File: config.mk
export PLATFORM = sky130hd
export DESIGN_NAME = vid_isa_regs
export DESIGN_NICKNAME = d
export VERILOG_FILES = /design/src/rtl/vid_isa_regs.sv
export SDC_FILE = /design/constraint.sdc
export NUM_CORES = 1
export LEC_CHECK = 0
export CAP_MARGIN = 10
export CORE_MARGIN = 1
export CORE_UTILIZATION = 29
export DETAILED_ROUTE_END_ITERATION = 10
export PLACE_DENSITY = 0.46
export SLEW_MARGIN = 20
export SYNTH_ARGS = -nofsm -noshare
export SYNTH_HDL_FRONTEND = slang
export SYNTH_SLANG_ARGS = --single-unit
File: constraint.sdc
create_clock -name clk -period 2.8 [get_ports clk]
set_input_delay 0.56 -clock clk [delete_from_list [all_inputs] [get_ports clk]]
set_output_delay 0.56 -clock clk [all_outputs]
set_load 0.005 [all_outputs]
File: src/rtl/vid_isa_regs.sv
// ISA-bus front end for the CGA/Tandy video adapter: bus decode, mode/colour
// registers, Tandy palette, optional memory wait states and blink timebase.
module vid_isa_regs #(
   parameter logic [15:0] IO_BASE_ADDR       = 16'h3D0,
   parameter int          ADDR_W             = 15,
   parameter int          PAL_ENTRIES        = 16,
   parameter bit          USE_BUS_WAIT       = 1'b0,
   parameter int          WAIT_CYCLES        = 3,
   parameter logic [23:0] BLINK_MAX          = 24'd7_499_999,
   parameter logic [7:0]  CTRL_RESET         = 8'h29,
   parameter bit          NO_DISPLAY_DISABLE = 1'b1
) (
   input  logic              clk,
   input  logic              rst_n,
   input  logic [ADDR_W-1:0] bus_a,
   input  logic [7:0]        bus_d,
   input  logic              bus_ior_l,
   input  logic              bus_iow_l,
   input  logic              bus_memr_l,
   input  logic              bus_memw_l,
   input  logic              bus_mem_cs,
   input  logic              bus_aen,
   output logic [7:0]        bus_out,
   output logic              bus_dir,
   output logic              bus_rdy,
   output logic              crtc_cs,
   output logic              crtc_wr,
   output logic              crtc_rd,
   input  logic [7:0]        crtc_bus_out,
   input  logic              crtc_vsync,
   input  logic              display_enable,
   output logic [7:0]        control_reg,
   output logic [7:0]        color_reg,
   output logic              hres_mode,
   output logic              grph_mode,
   output logic              bw_mode,
   output logic              mode_640,
   output logic              blink_enabled,
   output logic              video_enabled,
   input  logic [3:0]        pal_idx,
   output logic [3:0]        pal_color,
   input  logic              blink_hold,
   output logic              blink_fast,
   output logic              blink_slow
);

   localparam logic [ADDR_W-1:0] BASE     = IO_BASE_ADDR[ADDR_W-1:0];
   localparam logic [3:0]        PAL_MASK = 4'(PAL_ENTRIES - 1);

   // ---------------------------------------------------------------- sync
   logic [1:0] ior_sync, iow_sync;
   logic       iow_prev;
   logic       ior_s, iow_s, wr_pulse;

   always_ff @(posedge clk) begin
      if (!rst_n) begin
         ior_sync <= 2'b11;
         iow_sync <= 2'b11;
         iow_prev <= 1'b1;
      end else begin
         // NOTE: non-blocking so each stage samples the previous stage's old value.
         ior_sync <= {ior_sync[0], bus_ior_l};
         iow_sync <= {iow_sync[0], bus_iow_l};
         iow_prev <= iow_sync[1];
      end
   end

   assign ior_s    = ior_sync[1];
   assign iow_s    = iow_sync[1];
   assign wr_pulse = iow_prev & ~iow_s;

   // -------------------------------------------------------------- decode
   logic       win_hit, crtc_hit, ctrl_hit, color_hit, status_hit, ga_data_hit;
   logic [3:0] offset;

   assign offset      = bus_a[3:0];
   assign win_hit     = ~bus_aen & (bus_a[ADDR_W-1:4] == BASE[ADDR_W-1:4]);
   assign crtc_hit    = win_hit & ~offset[3];
   assign ctrl_hit    = win_hit & (offset == 4'h8);
   assign color_hit   = win_hit & (offset == 4'h9);
   assign status_hit  = win_hit & (offset == 4'hA);
   assign ga_data_hit = win_hit & (offset == 4'hE);

   assign crtc_cs = crtc_hit;
   assign crtc_wr = ~iow_s;
   assign crtc_rd = ~ior_s;

   // ----------------------------------------------------------- registers
   logic [7:0] ga_index;
   logic [3:0] palette [16];
   logic       pal_we;
   logic [3:0] pal_wr_idx;

   assign pal_we     = wr_pulse & ga_data_hit & (ga_index[7:4] == 4'h1);
   assign pal_wr_idx = ga_index[3:0] & PAL_MASK;

   always_ff @(posedge clk) begin
      if (!rst_n) begin
         control_reg <= CTRL_RESET;
         color_reg   <= '0;
         ga_index    <= '0;
         pal_color   <= '0;
         // NOTE: palette needs a known identity map at reset, so it is built from
         // flops rather than a RAM macro; only 16 x 4 bits, so this is cheap.
         for (int i = 0; i < 16; i++) palette[i] <= 4'(i);
      end else begin
         if (wr_pulse && ctrl_hit)   control_reg <= bus_d;
         if (wr_pulse && color_hit)  color_reg   <= bus_d;
         if (wr_pulse && status_hit) ga_index    <= bus_d;
         if (pal_we)                 palette[pal_wr_idx] <= bus_d[3:0];
         pal_color <= palette[pal_idx & PAL_MASK];
      end
   end

   assign hres_mode     = control_reg[0];
   assign grph_mode     = control_reg[1];
   assign bw_mode       = control_reg[2];
   assign mode_640      = control_reg[4];
   assign blink_enabled = control_reg[5];
   assign video_enabled = NO_DISPLAY_DISABLE ? 1'b1 : control_reg[3];

   // --------------------------------------------------------------- reads
   logic [7:0] rd_data;

   // NOTE: every always_comb output gets a default first so no latch is inferred.
   always_comb begin
      rd_data = 8'h00;
      if (status_hit)
         rd_data = {4'b1111, crtc_vsync, 2'b10, ~display_enable};
      else if (crtc_hit && offset[0])
         rd_data = crtc_bus_out;
   end

   assign bus_out = ~ior_s ? rd_data : 8'h00;
   assign bus_dir = (crtc_hit | status_hit) & ~bus_ior_l;

   // ---------------------------------------------------------- wait state
   generate
      if (USE_BUS_WAIT) begin : g_wait
         typedef enum logic [1:0] {ST_IDLE, ST_WAIT, ST_DONE} wait_state_t;

         wait_state_t state, state_next;
         logic [3:0]  cnt, cnt_next;
         logic [1:0]  memr_sync, memw_sync;
         logic        mem_req;

         always_ff @(posedge clk) begin
            if (!rst_n) begin
               memr_sync <= 2'b11;
               memw_sync <= 2'b11;
               state     <= ST_IDLE;
               cnt       <= '0;
            end else begin
               memr_sync <= {memr_sync[0], bus_memr_l};
               memw_sync <= {memw_sync[0], bus_memw_l};
               state     <= state_next;
               cnt       <= cnt_next;
            end
         end

         assign mem_req = ~memr_sync[1] | ~memw_sync[1];

         always_comb begin
            state_next = state;
            cnt_next   = cnt;
            case (state)
               ST_IDLE: if (mem_req && bus_mem_cs) begin
                  state_next = ST_WAIT;
                  cnt_next   = '0;
               end
               ST_WAIT: begin
                  // A strobe released early abandons the access immediately.
                  if (!mem_req)                          state_next = ST_IDLE;
                  else if (cnt == 4'(WAIT_CYCLES - 1))   state_next = ST_DONE;
                  else                                   cnt_next   = cnt + 4'd1;
               end
               ST_DONE: if (!mem_req) state_next = ST_IDLE;
               default: state_next = ST_IDLE;
            endcase
         end

         assign bus_rdy = (state != ST_WAIT);
      end else begin : g_no_wait
         logic unused_mem;
         assign unused_mem = &{1'b0, bus_memr_l, bus_memw_l, bus_mem_cs};
         assign bus_rdy    = 1'b1;
      end
   endgenerate

   // --------------------------------------------------------------- blink
   logic [23:0] blink_cnt;

   always_ff @(posedge clk) begin
      if (!rst_n) begin
         blink_cnt  <= '0;
         blink_fast <= 1'b0;
         blink_slow <= 1'b0;
      end else if (!blink_hold) begin
         if (blink_cnt == BLINK_MAX) begin
            blink_cnt  <= '0;
            blink_fast <= ~blink_fast;
            if (!blink_fast) blink_slow <= ~blink_slow;
         end else begin
            blink_cnt <= blink_cnt + 24'd1;
         end
      end
   end

endmodule

# --- Word-level counts from Yosys, hierarchy flattened ---
# Memories as Yosys holds them, arrays and structs flattened. A register that Yosys moved wholly into a read port is not among the register bits.
# Index checks and enable logic that the tools add are counted.
totals:
  ff_bits: 55
  ramBits: 64
  output_inout_bits: 41
  word_cells: 57
  mem_count: 1
op_classes:
  addsub: 1
  n_eq_ne: 7
  n_mux: 11
  bitwise: 20
  n_reduce_logical: 8
memory_table:
  columns: ["name", "words", "width", "read_ports", "rd_clocked_by_memory_dff", "write_ports", "line", "rtl"]
  rows:
  - ["palette", 16, 4, 1, 1, 16, "90", "logic [3:0] palette [16];"]
op_table:
  columns: ["cell", "count"]
  rows:
  - ["adder 24 x 1 -> 24 bit (second input constant)", 1]
  - ["equality test 24 x 23 -> 1 bit (second input constant)", 1]
  - ["2-to-1 mux 24 bit", 1]
  - ["2-to-1 mux 8 bit", 3]
  - ["equality test 4 bit (second input constant)", 4]
  - ["equality test 11 x 6 -> 1 bit (second input constant)", 1]
  - ["bitwise AND 1 bit", 10]
  - ["NOT 1 bit", 9]
  - ["2-to-1 mux 4 bit", 2]
  - ["2-to-1 mux 1 bit", 5]
  - ["equality test 4 x 1 -> 1 bit (second input constant)", 1]
  - ["logical AND 1 bit", 4]
  - ["OR reduction 4 bit", 1]
  - ["AND reduction 3 bit", 1]
  - ["AND reduction 2 bit", 1]
  - ["logical NOT 1 bit", 1]
  - ["bitwise OR 1 bit", 1]

# --- Depth between registers and ports, before layout ---
logic_depth:
  depth_word: 10
  ltp_mapped: 6

# --- Worst setup path before layout ---
# Ideal clock, no wire load.
synth_timing:
  path_kind: "input to output"
  startpoint: "input port bus_a[10]"
  endpoint: "output port bus_out[1]"
  t_arrival_ns: 2.006
  slack_ns: 0.234
  stages: 5
  path_cell_list: "or4_4 -> nor4_1 -> and3_1 -> buf_2 -> and2_1"
synth_via:
  elab_chain_len: 7
  elab_cells_between_ends: 8
  cone_classes: "eq/ne: 1; mux: 3; bitwise: 3; reduce/logical: 1"
synth_lines:
  columns: ["element", "line", "rtl"]
  rows:
  - ["start: declaration", "15", "input logic [ADDR_W-1:0] bus_a,"]
  - ["equality test 11 x 6 -> 1 bit", "77", "assign win_hit = ~bus_aen & (bus_a[ADDR_W-1:4] == BASE[ADDR_W-1:4]);"]
  - ["bitwise AND 1 bit", "77", null]
  - ["bitwise AND 1 bit", "78", "assign crtc_hit = win_hit & ~offset[3];"]
  - ["named net crtc_cs", "26", "output logic crtc_cs,"]
  - ["logical AND 1 bit", "130", "else if (crtc_hit && offset[0])"]
  - ["2-to-1 mux 8 bit", "130", null]
  - ["2-to-1 mux 8 bit", "128", "if (status_hit)"]
  - ["2-to-1 mux 8 bit", "134", "assign bus_out = ~ior_s ? rd_data : 8'h00;"]
  - ["end: declaration", "23", "output logic [7:0] bus_out,"]
# The timed path passes the listed nets, and every way through them passes these cells.

# --- Final worst setup path ---
layout_timing:
  startpoint: "input port bus_a[14]"
  endpoint: "output port bus_out[0]"
layout_via:
  elab_chain_len: 7
  elab_cells_between_ends: 8
  cone_classes: "eq/ne: 1; mux: 3; bitwise: 3; reduce/logical: 1"
layout_lines:
  columns: ["element", "line"]
  rows:
  - ["equality test 11 x 6 -> 1 bit *", "77"]
  - ["bitwise AND 1 bit *", "77"]
  - ["bitwise AND 1 bit", "78"]
  - ["logical AND 1 bit", "130"]
  - ["2-to-1 mux 8 bit", "130"]
  - ["2-to-1 mux 8 bit *", "128"]
  - ["2-to-1 mux 8 bit *", "134"]
# Mark *: on every way between the ends. The rest lies on a longest branch, timed or not.

==> flow_summary.ini <==
[layout]
largest_reg_flops = 64
regMostFlops = palette
syn2layout_area_growth_pct = 35.5
nets = 721
diodes = 0
finalInstanceArea_um2 = 7990
filler_cell_count = 1908
top_regs = palette (64), blink_cnt (24)
drive_gt1_frac = 0.215

[timing]
fin_skew_ns = 0.00653
timing.final.ws_setup_ns = 0.0154
rsz0062_at_grt = true
setup_viol = 0
finalCritPeriodShare = 0.995
hold_viol = 0
fin_crit_ns = 2.78
max_slew.worst_pin.slew_ns = 0.757
drv_slew = 0
slew_headroom = 0.495
max_freq_mhz = 359

[cts]
h-tree-depth = 4
clkTransAtPathRegs_ns = 0.05
hold_buffers = 0
cts_root_buf = clkbuf_16
clk_latency_ns = 0.41
clockBufferDepth = 2
cts_tree = built
cts_made_buffers = 17
clock-sinks = 123

[worst_hold_path]
hp-start = iow_sync[0]$_SDFF_PN1_
hold-path-cell-count = 1
min_to = iow_sync[1]$_SDFF_PN1_
min_path_type = register to register

[global_route]
grt_max_degree = 55
antenna_found_initial = 0
grt_use_total = 0.163
grt_overflow_total = 0
grt_pass1_wl_mm = 25.5
grt_pass1_vias = 4804

[yosys]
synth_area_leader_cell = edfxtp_1
synth.top_cell.area_share = 0.326
yosys_warnings = 0
ys_async_sr_fraction = 0
synthCells = 547
synth_edf_count = 64
ys_types = 60
synthFlopType = edfxtp_1
ys_ff_latch = 123
ys_top_cells_by_area = edfxtp_1, dfxtp_1, mux4_2, o21ai_0, nand3_1
synth_common_cells = edfxtp_1, dfxtp_1, o21ai_0, nand3_1, nor3_1
postSynthAreaPerCell_um2 = 10.8
yosysSeqAreaShare = 0.526
synth_area_um2 = 5900
yosysMostFrequentCell = edfxtp_1

[route]
wl_mm = 15.8
vias = 4728
first_iter_violations = 264
viasPerCell = 4.97
routed-wl-met3_um = 820
highest_layer = met4
drtPass1Iterations = 4
wl_met2_mm = 7.66
drc = 0
wl_per_cell_um = 16.6
antenna_left = 0
met1_length_mm = 7.16

[floorplan]
core-area_um2 = 19700
start_util = 0.299
die_h_um = 145
dieArea_um2 = 20900
pin_count = 87
rows = 51
die_w_um = 145

[placed_design]
placed_area_um2 = 7340
globalplace.congestion = 0.738
dp_hpwl_mm = 11.2
dp_slack_ns = -0.585
port_buffers = 81

[critical_path]
ff2ff_path_depth = 6
timing.rr.end = palette[8][1]$_SDFFCE_PN0P_
cp.arrival_ns = 2.22
cp.required_ns = 2.24
crit_type = primary input to output port
rrSetupSlack_ns = 0.58
path_max_fanout = 2
critPathCaptureType = output port
r2r-start = ga_index[5]$_SDFFE_PN0P_
cp-start-kind = primary input

[pwr]
leakagePower_nw = 2.74
ir_drop_uv = 389
power_density_nw_per_um2 = 550

[outcome]
outcome = complete, no violations

[run]
maxCapViolCount = 0
how the worst max path moves through the flow:
stage                     cells after the start    endpoint      start
final                                         8  bus_out[0]  bus_a[14]
after global routing                          8  bus_out[0]   bus_a[8]
after CTS                                     8  bus_out[4]  bus_a[14]
after global placement                        7  bus_out[3]  bus_a[10]
after floorplan                               5  bus_out[1]  bus_a[10]
after detailed placement                      7  bus_out[1]  bus_a[10]
kinds of logic after synthesis:
kind of cell | share of synthesized area
flops | 0.526
xor+xnor | 0.0163
other cells | 0.000636
simple gates | 0.234
compound gates | 0.100
fa+ha+maj | 0.00212
buf+inv | 0.0444
mux | 0.0764
layout make-up:
class                           instances  area [µm²]  area share
Timing Repair Buffer                  152        1360       0.170
Tap cell                              265         332      0.0415
Inverter                               11        41.3     0.00517
Sequential cell                       123        3100       0.388
Clock buffer                           26         532      0.0666
Clock inverter                          6        56.3     0.00705
Multi-Input combinational cell        369        2570       0.322
power breakdown:
part | switching, W | internal [W]
Combinational | 0.000135 | 0.000155
Clock | 0.000768 | 0.00139
Sequential | 0.0000141 | 0.00193
Total | 0.000917 | 0.00348
per-stage QoR:
stage               total power, W  setup TNS [ns]  std cells  hold slack, ns  utilization
floorplan                  0.00210               0        548           0.386            -
global placement           0.00227          -13.02        913           0.397        0.372
detailed placement         0.00228          -13.22        913           0.396        0.372
CTS                        0.00445               0        951           0.407        0.405
global route               0.00455          -0.252        952           0.434        0.405
finish                     0.00440               0        952           0.406        0.405
worst max-delay path: stages:
cell	delay, ns
buf_2	0.10
or4_4	0.54
nor4_2	0.28
buf_4	0.15
buf_4	0.09
and4_1	0.18
o22a_1	0.12
clkdlybuf4s15_2	0.21
layer usage:
layer  track usage  vias up
li1              -     2329
met1         0.205     2275
met2         0.270      118
met3        0.0470        6
met4        0.0465        0
met5             0        -
cell usage in the layout, fill, tap and decap left out, types with 6 or more instances in the layout:
master / netlist / routed
clkdlybuf4s50_1: 0 / 65
mux2i_1: 9 / 9
nand4_1: 15 / 15
nand3_1: 39 / 39
o31ai_1: 7 / 7
buf_4: 7 / 65
nor3_1: 36 / 35
or4_1: 7 / 7
inv_1: 8 / 8
xor2_1: 6 / 6
or3_1: 28 / 28
nand2b_1: 7 / 7
edfxtp_1: 64 / 64
nand2_1: 26 / 26
dfxtp_1: 59 / 59
a21oi_1: 35 / 35
o21ai_0: 45 / 45
nor2_1: 19 / 19
mux4_2: 16 / 16
clkbuf_16: 0 / 19
repair_timing:
action	in CTS	in global routing
endpoints found under the setup margin	10	9
pin swaps	4	0
gates cloned	0	0
gates resized for setup	49	5
buffers inserted	6	1
Note: power is estimated with default switching activity, not from simulation.
